--- config.mk ---
export PLATFORM = sky130hd
export DESIGN_NAME = bpb_set
export DESIGN_NICKNAME = d
export VERILOG_FILES = /design/src/rtl/bpb_set.sv
export SDC_FILE = /design/constraint.sdc
export NUM_CORES = 1
export LEC_CHECK = 0
export CORE_MARGIN = 2
export CORE_UTILIZATION = 59
export DETAILED_ROUTE_END_ITERATION = 16
export PLACE_DENSITY = 0.81
export SYNTH_ARGS = -nofsm -noshare
export SYNTH_HDL_FRONTEND = slang
export SYNTH_SLANG_ARGS = --single-unit
--- constraint.sdc ---
create_clock -name clk -period 8 [get_ports clk]
set_input_delay 1.6 -clock clk [delete_from_list [all_inputs] [get_ports clk]]
set_output_delay 1.6 -clock clk [all_outputs]
set_load 0.05 [all_outputs]
--- src/rtl/bpb_set.sv ---
// ============================================================================
// Module   : bpb_set
// Brief    : One set of a WAYS-way branch prediction buffer with LRU ages.
// Revision : 1.0
// ============================================================================
`default_nettype none

module bpb_set #(
    parameter int WAYS       = 4,
    parameter int TAG_WIDTH  = 8,
    parameter int ADDR_WIDTH = 32,
    parameter int CTR_BITS   = 2
) (
    input  logic                      clk,
    input  logic                      reset,
    input  logic                      flush,
    input  logic                      lk_en,
    input  logic [TAG_WIDTH-1:0]      lk_tag,
    output logic                      hit,
    output logic [$clog2(WAYS)-1:0]   hit_way,
    output logic                      pred_taken,
    output logic [ADDR_WIDTH-1:0]     pred_target,
    input  logic                      up_en,
    input  logic [TAG_WIDTH-1:0]      up_tag,
    input  logic                      up_taken,
    input  logic [ADDR_WIDTH-1:0]     up_target
);

    localparam int                   IDX_W    = $clog2(WAYS);
    localparam logic [CTR_BITS-1:0]  CTR_MAX  = {CTR_BITS{1'b1}};
    localparam logic [CTR_BITS-1:0]  CTR_WEAK = CTR_MAX ^ (CTR_MAX >> 1);
    localparam logic [IDX_W-1:0]     AGE_LRU  = IDX_W'(WAYS - 1);

    typedef logic [WAYS-1:0][IDX_W-1:0] age_vec_t;

    logic [WAYS-1:0]                  valid_q, valid_d;
    logic [WAYS-1:0][TAG_WIDTH-1:0]   tag_q, tag_d;
    logic [WAYS-1:0][ADDR_WIDTH-1:0]  target_q, target_d;
    logic [WAYS-1:0][CTR_BITS-1:0]    ctr_q, ctr_d;
    age_vec_t                         age_q, age_d, age_mid;

    logic             up_hit;
    logic [IDX_W-1:0] up_way;
    logic             inv_found;
    logic [IDX_W-1:0] inv_way;
    logic [IDX_W-1:0] lru_way;
    logic [IDX_W-1:0] victim;

    // Promote way w to MRU; only ways younger than w age by one, so the
    // ages stay a permutation.
    function automatic age_vec_t touch(input age_vec_t a, input logic [IDX_W-1:0] w);
        age_vec_t r;
        r = a;
        for (int i = 0; i < WAYS; i++) begin
            if (a[i] < a[w]) begin
                r[i] = a[i] + 1'b1;
            end
        end
        r[w] = '0;
        return r;
    endfunction

    always_comb begin
        hit     = 1'b0;
        hit_way = '0;
        for (int i = 0; i < WAYS; i++) begin
            if (valid_q[i] && (tag_q[i] == lk_tag)) begin
                hit     = 1'b1;
                hit_way = IDX_W'(i);
            end
        end
        pred_taken  = hit & ctr_q[hit_way][CTR_BITS-1];
        pred_target = hit ? target_q[hit_way] : '0;
    end

    always_comb begin
        up_hit    = 1'b0;
        up_way    = '0;
        inv_found = 1'b0;
        inv_way   = '0;
        lru_way   = '0;
        for (int i = 0; i < WAYS; i++) begin
            if (valid_q[i] && (tag_q[i] == up_tag)) begin
                up_hit = 1'b1;
                up_way = IDX_W'(i);
            end
            if (age_q[i] == AGE_LRU) begin
                lru_way = IDX_W'(i);
            end
        end
        // Descending scan so the lowest-index invalid way is the last written.
        for (int i = WAYS - 1; i >= 0; i--) begin
            if (!valid_q[i]) begin
                inv_found = 1'b1;
                inv_way   = IDX_W'(i);
            end
        end
        victim = inv_found ? inv_way : lru_way;
    end

    always_comb begin
        valid_d  = valid_q;
        tag_d    = tag_q;
        target_d = target_q;
        ctr_d    = ctr_q;
        age_mid  = age_q;
        age_d    = age_q;
        if (flush) begin
            valid_d = '0;
        end else begin
            // Lookup touch lands first so a coinciding update ends up MRU.
            if (lk_en && hit) begin
                age_mid = touch(age_q, hit_way);
            end
            age_d = age_mid;
            if (up_en) begin
                if (up_hit) begin
                    if (up_taken) begin
                        if (ctr_q[up_way] != CTR_MAX) begin
                            ctr_d[up_way] = ctr_q[up_way] + 1'b1;
                        end
                        target_d[up_way] = up_target;
                    end else if (ctr_q[up_way] != '0) begin
                        ctr_d[up_way] = ctr_q[up_way] - 1'b1;
                    end
                    age_d = touch(age_mid, up_way);
                end else if (up_taken) begin
                    valid_d[victim]  = 1'b1;
                    tag_d[victim]    = up_tag;
                    target_d[victim] = up_target;
                    ctr_d[victim]    = CTR_WEAK;
                    age_d            = touch(age_mid, victim);
                end
            end
        end
    end

    always_ff @(posedge clk or posedge reset) begin
        if (reset) begin
            valid_q  <= '0;
            tag_q    <= '0;
            target_q <= '0;
            ctr_q    <= '0;
            for (int i = 0; i < WAYS; i++) begin
                age_q[i] <= IDX_W'(i);
            end
        end else begin
            valid_q  <= valid_d;
            tag_q    <= tag_d;
            target_q <= target_d;
            ctr_q    <= ctr_d;
            age_q    <= age_d;
        end
    end

endmodule

`default_nettype wire

==> metrics list <==
* Total Power: 2.55 mW
* Clock tree from TritonCTS: done
- Post-synthesis to final-layout area growth: 14.7%
- Worst slew slack as a fraction of its limit: between 20% and 30%
- Power density normalized to cell area: roughly 210 mW/mm²
- Worst reg2reg path depth: 18
* Top routing layer in use: met4
* Peak supply drop: between 150 and 200 µV
- Overall die height: 138 µm
- Aggregate global-route resource usage: just over 30%
* Xor-xnor portion of the synthesized cell area: 5.55%
- Clock input transition at the sequential cells of the worst setup and hold paths: around 0.07 ns
- In this run the horizontal extent of the chip is about 140 µm.
* Antenna Nets Post-Route: 0
* Portion of synthesized cell area occupied by the leading cell type: 41.6%
- Crit path launch type: input pin
- In the detailed route, the total length drawn on met2 is 13.2 mm.
* RSZ-0062 raised after global routing: no
- Synthesized net count: roughly 1.1k
* DRC errors left: 0
- The cell count after synthesis came out at 1068.
- Post-synth EDFFs: 0
- RR Startpoint: tag_q[31]$_DFFE_PP0P_
- GRT overflow: 0
- STA puts the critical path data required time at around 6.4 ns.
- The synthesized netlist devotes roughly 15% of its cell area to compound gates.
- Hold Startpoint: target_q[52]$_DFFE_PP0P_
- Port Buffer Count: about 90
- Total negative slack: 0 ns
- The first global-routing pass estimated approximately 46 mm of wire.
- Traced cell by cell, the critical path runs through clkdlybuf4s50_1 > xnor2_1 > nand3_1 > nor3_2 > buf_4 > and2_1 > buf_4 > a22oi_1 > nor2_1 > a221oi_1 > nor2_1 > clkdlybuf4s50_1.
- Synth unique cells: 83
* Max Transition Viols Final: 0
- Post-detailed-placement cell area: around 0.012 mm²
- Largest family of logic cells by synthesized area: simple AND/OR/NAND/NOR gates
- Data on the critical path arrives at its endpoint at ~5.6 ns.
- Final RePlAce weighted congestion: between 0.9 and 1
- Reg-to-Reg End: age_q[3]$_DFFE_PP0N_
- Top post-synthesis cells by area: dfrtp_1, mux2_2, xnor2_1
* Least setup slack across all paths after layout: roughly 0.8 ns
* Crit path kind: input pin to output pin
- Fmax: 0.139 GHz
- Measured against the total synthesized area, the mux share comes to between 10% and 20%.
- After the last flow step, the layout net total stands at 1182.
* Main flop type after synthesis: dfrtp_1
* Number of cells on the worst hold path: 2
- Detailed placement ended at an HPWL of around 19 mm.
- The number of antenna violations at the first check in global routing was 0.
- Status: finished, final reports clean
* Worst Path Max Fanout: 23
- Hold repair after CTS inserted 0 buffers.
* Vias per inst: roughly 6.5
- Pin placement for this block handled 90 I/O pins.
- After detailed routing, the wire length on met1 is roughly 12 mm.
- Average footprint of a synthesized cell: 9.90 µm²
- Once the floorplan was initialized, standard cells occupied 60.7% of the core.
- The tree is rooted in a clkbuf_16.
* Class of the tightest hold or removal check: flop to flop
- Once layout is complete, the utilization of the core stands at between 60% and 70%.
- Maximum cell stage delay along the critical path: roughly 0.90 ns
- Clock tree sinks: between 150 and 200
- The number of endpoints with negative hold slack in the final report came to 0.
- Worst setup slack after placement: 1.02 ns
* FILL cells: approximately 1.3k
- Count of instances resized after the clock tree is built: 0
- The floorplan step defined a die boundary enclosing between 0.015 and 0.02 mm².
* Post-route cell area: between 0.01 and 0.015 mm²
- The biggest area contributor in the post-synthesis netlist is dfrtp_1.
* Number of warnings printed during yosys synthesis: 0
- The later pin in the worst-skew pair is clocked with a latency of 0.44 ns.
- Across all layers, the routed design uses around 8.8k vias.
* Setup Skew: 0.0114 ns
* Crit end category: output pin
- After Yosys synthesis, full adders, half adders and majority gates account for 1.64% of the synthesized area.
- Of the synthesized area, sequential elements account for a little over two fifths.
* Ys async rst share: 100%
- Core Region: roughly 0.017 mm²
* Transition time at the pin with the least slew margin: approximately 1.1 ns
- The post-route netlist has about 19% of its cells at a drive strength greater than 1.
- DR pass1 iterations: 5
- Worst setup slack for register-to-register paths: between 2 and 3 ns
* Leakage component of the power: about 5.3 nW
- Post-CTS repair timing setup buffer count: 0
- Endpoint, Worst Hold: target_q[52]$_DFFE_PP0P_
* Minimum period implied by the final worst setup slack: around 7.2 ns
* Routed wire length per instance: around 21 µm
- Final period util: between 80 and 90%
* Setup-failing EPs final: 0
- Simple-gate share of the synthesized area: between 10% and 20%
* Drt first-iter violations: ~900
- Register bit count reported by yosys: 180
* Met3 wire len: between 1.5 and 2 mm
* Cell with the largest stage delay on the worst path: and2_1
* Maximum number of pins on one net before global-route repair: between 100 and 150
- Max-cap violations in this run came to 0.
* Clock buffer depth: 2
- The H-tree generated during clock tree synthesis spans 4 levels.
* Antenna diode instance count: 0
* Netlist area before placement: between 0.01 and 0.015 mm²
- Number of global-route vias before repair: 8514
* Cell Rows: 48
- Total length of routed wires: about 28 mm
- Buffers inserted during clock tree synthesis total 17.
## layout by cell type (no fill, tap or decap), types with 10 or more instances in the layout
cell type        netlist  routed
mux2i_1               10      10
xnor2_1               56      56
a21oi_1               35      35
nor3_1                14      13
mux2_2               128     128
nand3_1               56      55
buf_4                  0      18
xor2_1                11      11
inv_1                 22      21
a221oi_1              30      30
a22oi_1               29      29
clkbuf_16              0      17
ha_1                  13      13
clkdlybuf4s50_1        0      89
nand4_1               12      12
o21ai_0               23      23
nor2_1                98      98
o31ai_1               10      10
nand2_1              114     114
dfrtp_1              176     176
## final cells by class
type | count | area [µm²] | share of cell area, %
flip-flops and latches | 180 | 4510 | 37.2
repair buffers | 107 | 1030 | 8.46
inverters | 24 | 95.1 | 0.784
clock inverters | 15 | 158 | 1.30
clock buffers | 17 | 425 | 3.51
multi-input cells | 785 | 5630 | 46.4
well taps | 225 | 282 | 2.32
## critical path: cells and delay by family
| kind | cells | cell delay, ns |
|---|---|---|
| XOR/XNOR | 1 | 0.17 |
| AO/OA/AOI/OAI | 2 | 0.15 |
| buffers and inverters | 4 | 2.02 |
| AND/OR/NAND/NOR | 5 | 1.62 |
## power by group
group / internal (mW) / switching (mW) / leakage (nW)
Clock: 0.420 / 0.417 / 0.282
Sequential: 1.02 / 0.106 / 2.36
Combinational: 0.270 / 0.323 / 2.69
## cell usage after synthesis (13+ instances only)
| master | number |
|---|---|
| nand3_1 | 56 |
| nor3_1 | 14 |
| xnor2_1 | 56 |
| a21oi_1 | 35 |
| inv_1 | 22 |
| a221oi_1 | 30 |
| clkbuf_1 | 47 |
| nor2_1 | 98 |
| o21ai_0 | 23 |
| nand2_1 | 114 |
| dfrtp_1 | 176 |
| ha_1 | 13 |
| a22oi_1 | 29 |
| mux2_2 | 128 |
## metal layers
| metal | vias up | global-route usage, % |
|---|---|---|
| met5 | - | 0 |
| met2 | 401 | 48.1 |
| met1 | 4381 | 44.5 |
| li1 | 3966 | - |
| met3 | 56 | 6.25 |
| met4 | 0 | 10.1 |
## registers in the layout (all words and copies together) (netlist names)
name	cells
tag_q	32
age_q	8
valid_q	4
target_q	128
ctr_q	8
## cells by family after synthesis
kind of cell | count (synthesis)
AO/OA/AOI/OAI | 211
XOR/XNOR | 67
adder cells (fa/ha/maj) | 14
buffers and inverters | 103
flip-flops | 180
multiplexers | 138
AND/OR/NAND/NOR | 355
## per-stage QoR
stage          hold WS [ns]  std cells
2_1_floorplan         0.438       1068
6_report              0.470       1353
4_1_cts               0.472       1353
5_1_grt               0.486       1353
3_3_place_gp          0.449       1321
3_5_place_dp          0.455       1321
## how the worst max path moves through the flow
| stage | to | depth (start not counted) | slack (ns) | start |
|---|---|---|---|---|
| after CTS | pred_target[9] | 12 | 0.95 | lk_tag[6] |
| after floorplan | age_q[0]$_DFFE_PP0N_ | 1 | 1.52 | reset |
| after global routing | pred_target[9] | 12 | 0.63 | lk_tag[6] |
| after global placement | pred_target[15] | 12 | 1.11 | lk_tag[6] |
| after detailed placement | pred_target[9] | 12 | 1.02 | lk_tag[6] |
| final | pred_target[9] | 12 | 0.82 | lk_tag[6] |
No activity file was read; power rests on OpenSTA's default activity.
